--- src/rtl/freq_div_ctrl_if.sv ---
// rtl/freq_div_ctrl_if.sv - configuration handshake and sync bundle for freq_div_ctrl
interface freq_div_ctrl_if #(
    parameter int NUM_CH = 4,
    parameter int CNT_W  = 18
);
    localparam int CH_W = $clog2(NUM_CH);

    logic             cfg_valid;
    logic             cfg_ready;
    logic [CH_W-1:0]  cfg_ch;
    logic [CNT_W-1:0] cfg_div;
    logic             cfg_en;
    logic             cfg_done;
    logic             sync;

    modport master (
        output cfg_valid, cfg_ch, cfg_div, cfg_en, sync,
        input  cfg_ready, cfg_done
    );

    modport slave (
        input  cfg_valid, cfg_ch, cfg_div, cfg_en, sync,
        output cfg_ready, cfg_done
    );
endinterface

--- src/rtl/freq_div_ctrl.sv ---
// rtl/freq_div_ctrl.sv - programmable multi-channel tick / clock-enable generator
module freq_div_ctrl #(
    parameter int NUM_CH      = 4,
    parameter int CNT_W       = 18,
    parameter int DEFAULT_DIV = 250000
) (
    input  logic               i_clock,
    input  logic               i_reset,
    freq_div_ctrl_if.slave     cfg,
    output logic [NUM_CH-1:0]  o_tick,
    output logic [NUM_CH-1:0]  o_clk_out
);
    localparam int CH_W = $clog2(NUM_CH);

    localparam logic [0:0] S_IDLE = 1'b0;
    localparam logic [0:0] S_PEND = 1'b1;

    logic [CNT_W-1:0] r_cnt [NUM_CH];
    logic [CNT_W-1:0] r_div [NUM_CH];
    logic [NUM_CH-1:0] r_en;
    logic [NUM_CH-1:0] r_tick;
    logic [NUM_CH-1:0] r_clk_out;

    logic [0:0]        r_state;
    logic              r_cfg_ready;
    logic              r_cfg_done;
    logic [CH_W-1:0]   r_sh_ch;
    logic [CNT_W-1:0]  r_sh_div;
    logic              r_sh_en;

    logic [NUM_CH-1:0] w_act;
    logic [NUM_CH-1:0] w_term;
    logic              w_apply;

    // Per-channel activity and terminal-count decode from the live settings.
    always_comb begin
        w_act  = '0;
        w_term = '0;
        for (int i = 0; i < NUM_CH; i++) begin
            w_act[i]  = r_en[i] && (r_div[i] != '0);
            w_term[i] = w_act[i] && (r_cnt[i] == (r_div[i] - CNT_W'(1)));
        end
    end

    // A pending config lands only when its channel is idle, wrapping, or being resynced,
    // so the period in flight always completes with the old divisor.
    always_comb begin
        w_apply = (r_state == S_PEND) &&
                  (cfg.sync || !w_act[r_sh_ch] || w_term[r_sh_ch]);
    end

    // Channel counters, ticks, square waves and live divisor/enable.
    always_ff @(posedge i_clock or posedge i_reset) begin
        if (i_reset) begin
            for (int i = 0; i < NUM_CH; i++) begin
                r_cnt[i] <= '0;
                r_div[i] <= CNT_W'(DEFAULT_DIV);
            end
            r_en      <= '1;
            r_tick    <= '0;
            r_clk_out <= '0;
        end else begin
            for (int i = 0; i < NUM_CH; i++) begin
                if (cfg.sync) begin
                    r_cnt[i]     <= '0;
                    r_tick[i]    <= 1'b0;
                    r_clk_out[i] <= 1'b0;
                end else if (!w_act[i]) begin
                    r_cnt[i]     <= '0;
                    r_tick[i]    <= 1'b0;
                    r_clk_out[i] <= 1'b0;
                end else if (w_term[i]) begin
                    r_cnt[i]     <= '0;
                    r_tick[i]    <= 1'b1;
                    r_clk_out[i] <= ~r_clk_out[i];
                end else begin
                    r_cnt[i]     <= r_cnt[i] + CNT_W'(1);
                    r_tick[i]    <= 1'b0;
                end
                if (w_apply && (r_sh_ch == CH_W'(i))) begin
                    r_div[i] <= r_sh_div;
                    r_en[i]  <= r_sh_en;
                end
            end
        end
    end

    // Config FSM: accept into the shadow in IDLE, wait in PEND until the apply point.
    always_ff @(posedge i_clock or posedge i_reset) begin
        if (i_reset) begin
            r_state     <= S_IDLE;
            r_cfg_ready <= 1'b1;
            r_cfg_done  <= 1'b0;
            r_sh_ch     <= '0;
            r_sh_div    <= '0;
            r_sh_en     <= 1'b0;
        end else begin
            r_cfg_done <= 1'b0;
            case (r_state)
                S_IDLE: begin
                    if (cfg.cfg_valid) begin
                        r_sh_ch     <= cfg.cfg_ch;
                        r_sh_div    <= cfg.cfg_div;
                        r_sh_en     <= cfg.cfg_en;
                        r_state     <= S_PEND;
                        r_cfg_ready <= 1'b0;
                    end
                end
                default: begin
                    if (w_apply) begin
                        r_state     <= S_IDLE;
                        r_cfg_ready <= 1'b1;
                        r_cfg_done  <= 1'b1;
                    end
                end
            endcase
        end
    end

    assign cfg.cfg_ready = r_cfg_ready;
    assign cfg.cfg_done  = r_cfg_done;
    assign o_tick        = r_tick;
    assign o_clk_out     = r_clk_out;
endmodule
--- src/flat_wrapper.sv ---
// flat-port wrapper written by rule: the top's interface ports become plain ports
module freq_div_ctrl_flat 
#(
    parameter int NUM_CH      = 4,
    parameter int CNT_W       = 18,
    parameter int DEFAULT_DIV = 250000
)
  (i_clock, i_reset, o_tick, o_clk_out, cfg_cfg_valid, cfg_cfg_ch, cfg_cfg_div, cfg_cfg_en, cfg_sync, cfg_cfg_ready, cfg_cfg_done);
  freq_div_ctrl_if #(.NUM_CH(NUM_CH), .CNT_W(CNT_W)) cfg_i ();
  input  logic i_clock;
  input  logic i_reset;
  output logic [NUM_CH-1:0] o_tick;
  output logic [NUM_CH-1:0] o_clk_out;
  input wire logic [$bits(cfg_i.cfg_valid)-1:0] cfg_cfg_valid;
  input wire logic [$bits(cfg_i.cfg_ch)-1:0] cfg_cfg_ch;
  input wire logic [$bits(cfg_i.cfg_div)-1:0] cfg_cfg_div;
  input wire logic [$bits(cfg_i.cfg_en)-1:0] cfg_cfg_en;
  input wire logic [$bits(cfg_i.sync)-1:0] cfg_sync;
  output wire logic [$bits(cfg_i.cfg_ready)-1:0] cfg_cfg_ready;
  output wire logic [$bits(cfg_i.cfg_done)-1:0] cfg_cfg_done;
  assign cfg_i.cfg_valid = cfg_cfg_valid;
  assign cfg_i.cfg_ch = cfg_cfg_ch;
  assign cfg_i.cfg_div = cfg_cfg_div;
  assign cfg_i.cfg_en = cfg_cfg_en;
  assign cfg_i.sync = cfg_sync;
  assign cfg_cfg_ready = cfg_i.cfg_ready;
  assign cfg_cfg_done = cfg_i.cfg_done;
  freq_div_ctrl #(.NUM_CH(NUM_CH), .CNT_W(CNT_W), .DEFAULT_DIV(DEFAULT_DIV)) u_core (.i_clock(i_clock), .i_reset(i_reset), .cfg(cfg_i), .o_tick(o_tick), .o_clk_out(o_clk_out));
endmodule
--- config.mk ---
export PLATFORM = sky130hd
export DESIGN_NAME = freq_div_ctrl_flat
export DESIGN_NICKNAME = d
export VERILOG_FILES = /design/src/rtl/freq_div_ctrl_if.sv /design/src/rtl/freq_div_ctrl.sv /design/src/flat_wrapper.sv
export SDC_FILE = /design/constraint.sdc
export NUM_CORES = 1
export LEC_CHECK = 0
export ABC_CLOCK_PERIOD_IN_PS = 10300
export BUFFER_PORTS_ARGS = -buffer_cell sky130_fd_sc_hd__buf_2
export CORE_UTILIZATION = 30
export CTS_BUF_LIST = sky130_fd_sc_hd__clkbuf_8
export DETAILED_ROUTE_END_ITERATION = 7
export SLEW_MARGIN = 20
export SYNTH_ARGS = -nofsm -noshare
export SYNTH_HDL_FRONTEND = slang
export SYNTH_SLANG_ARGS = --single-unit
--- constraint.sdc ---
create_clock -name i_clock -period 10.3 [get_ports i_clock]
set_input_delay 1.545 -clock i_clock [delete_from_list [all_inputs] [get_ports i_clock]]
set_output_delay 1.545 -clock i_clock [all_outputs]
set_load 0.05 [all_outputs]
==> results.json <==
{
  "placed_area_um2": 10700,
  "power_density_nw_per_um2": 249,
  "clk_latency_ps": 500,
  "maxSlewViolCount": 0,
  "hpwl_um": 17400,
  "synth_cells": 984,
  "synthTopCellsByCount": "147 x dfrtp_1, 121 x nor2_1, 87 x mux2_2",
  "ant_nets": 0,
  "drt_first_pass_iters": 4,
  "hp-class": "flip-flop to flip-flop",
  "grt_max_degree": 70,
  "fillers": 3410,
  "wirelength_um": 24000,
  "wire_per_inst_um": 16.5,
  "core_area_um2": 32900,
  "num_rows": 66,
  "ys_seq_area_share_pct": 44.9,
  "cts.sinks": 180,
  "cts_buffer_depth": 2,
  "p_sw_share_pct": 39.9,
  "synthArstFlopShare_pct": 100,
  "worstPathMaxFanout": 19,
  "synth.top_cell.area_share_pct": 36.4,
  "numPortBuffers": 34,
  "io_pins": 35,
  "ys_ff_latch": 180,
  "post_cts_buffers": 0,
  "layout_min_cycle_time_ps": 4420,
  "tightest_slew_ps": 1050,
  "setup_viol": 0,
  "final_layout_size_suffix_gt1_share_pct": 21.7,
  "layout.nets": 1038,
  "antenna_found_initial": 0,
  "fin_tns_setup_ps": 0,
  "insertedDiodeCount": 0,
  "vias": 7340,
  "intPower_mw": 1.66,
  "vias_per_cell": 5.04,
  "place_congestion": 0.838,
  "drtIter0Drc": 379,
  "dieArea_um2": 34500,
  "endpoint_kind": "flip-flop",
  "fmax_mhz": 226,
  "htree_levels": 4,
  "cts_tree": "built",
  "rsz0062_at_grt": "false",
  "drv_cap": 0,
  "power_frac_clock_pct": 18.0,
  "grt_usage_pct": 14.6,
  "ys_types": 71,
  "syn_area_um2": 10100,
  "postSynthAreaPerCell_um2": 10.3,
  "ctsResizeCount": 0,
  "seq_power_share_pct": 47.6,
  "p_leak_nw": 4.38,
  "ctsHoldBuffers": 0,
  "relSlewSlack_pct": 30.2,
  "startpoint_type": "flip-flop",
  "grt_remaining_overflow": 0,
  "start_util_pct": 30.8,
  "grt_pass1_vias": 7061,
  "p_switching_mw": 1.11,
  "synth_area_leaders": "dfrtp_1 36%, mux2_2 9.7%, dfstp_2 8.6%",
  "period_share_pct": 42.9,
  "grt_pass1_wl_um": 38900,
  "yosysWarnings": 0,
  "hold_viol_final": 0,
  "dp.cells": 1423,
  "cts_buffers": 17,
  "die_h_um": 186,
  "yosysMostFrequentCell": "dfrtp_1",
  "synth-edff-count": 0,
  "finClkSkew_ps": 18.7,
  "drcViolationCount": 0,
  "fin_cells": 1456,
  "syn-num-nets": 1021,
  "critical_path_class": "flip-flop to flip-flop",
  "required_ps": 10680,
  "area_growth_pct": 9.78,
  "p_comb_share_pct": 34.4,
  "max-vdd-ir-drop_v": 0.000122,
  "ys.flop_type": "dfrtp_1",
  "critPathArrivalTime_ps": 4800,
  "design_area_um2": 11100,
  "clk_pin_slew_ps": 110,
  "die-width_um": 186,
  "cts_root_buf": "clkbuf_8",
  "status": "finished clean",
  "yosys.area.top_type": "dfrtp_1"
}
## power groups by stage
| stage | Combinational, mW | Sequential (mW) | Clock [mW] |
|---|---|---|---|
| 2_1_floorplan | 0.838 | 1.14 | 0 |
| 4_1_cts | 0.953 | 1.31 | 0.512 |
| 3_5_place_dp | 0.946 | 1.32 | 0 |
| 6_report | 0.953 | 1.32 | 0.499 |
| 5_1_grt | 1.05 | 1.35 | 0.543 |
| 3_3_place_gp | 0.927 | 1.32 | 0 |
## placed cells by master (no fill, tap or decap), drive strengths merged, types with 31 or more instances in the layout
cell type    n
xor2        71
dfrtp      147
dfstp       33
xnor2       75
nor2       121
nand3       38
and3        31
buf         40
nand2       45
mux2        97
## sequential cells by signal (all words and copies together) (netlist names)
name,count
u_core.r_cnt,72
u_core.r_div,72
u_core.r_sh_div,18
u_core.o_clk_out,4
u_core.o_tick,4
u_core.r_en,4
u_core.r_sh_ch,2
u_core.cfg.cfg_done,1
u_core.cfg.cfg_ready,1
u_core.r_sh_en,1
u_core.r_state,1
## logic make-up (layout without fill, tap and decap cells)
kind of cell | Yosys count | after routing | share of synthesized area [%]
simple gates | 383 | 383 | 19.7
flops | 180 | 180 | 44.9
xor+xnor | 146 | 146 | 12.6
mux | 103 | 103 | 11.9
compound gates | 96 | 96 | 6.70
buf+inv | 64 | 94 | 2.62
fa+ha+maj | 12 | 12 | 1.48
## worst paths after layout
check | end | depth (start not counted) | slack [ps] | start
max | u_core.r_div[1] | 10 | 5880 | u_core.r_div[0]
min | u_core.cfg.cfg_ready | 2 | 490 | u_core.cfg.cfg_ready
max reg2reg | u_core.r_div[1] | 10 | 5880 | u_core.r_div[0]
min reg2reg | u_core.cfg.cfg_ready | 2 | 490 | u_core.cfg.cfg_ready
max in group asynchronous | u_core.r_cnt[39] | 4 | 7300 | i_reset
min in group asynchronous | u_core.r_sh_div[16] | 2 | 1130 | i_reset
## critical path, cell delays in order, from the launching register on
cell and delay, ps:
dfrtp_1 450, inv_1 110, ha_1 200, or4b_2 680, or4_1 460, a211oi_1 210, o221ai_1 130, or4_1 470
or3_1 380, a21oi_2 790, mux2_2 420
## through the flow
stage / hold slack [ps] / total power [mW] / util [%] / setup slack (ps)
after floorplan: 479 / 1.98 / - / 3920
after global placement: 457 / 2.25 / 32.6 / 5880
after detailed placement: 466 / 2.27 / 32.6 / 5800
after CTS: 483 / 2.78 / 33.7 / 5790
after global routing: 520 / 2.95 / 33.8 / 5630
final: 491 / 2.77 / 33.8 / 5880
## layer usage
layer / vias up / wire length (um) / GRT usage, %
met1: 3678 / 12400 / 21.5
li1: 3521 / - / -
met5: - / 0 / 0
met3: 20 / 833 / 2.72
met2: 121 / 10500 / 22.0
met4: 0 / 243 / 3.51
## layout make-up
type	instances	area (um^2)	area share [%]
multi-input cells	740	5310	47.8
flip-flops and latches	180	4550	40.9
well taps	442	553	4.98
clock buffers	17	234	2.11
repair buffers	40	223	2.01
clock inverters	15	155	1.40
inverters	22	87.6	0.789
Power figures use the tool's default switching activity.
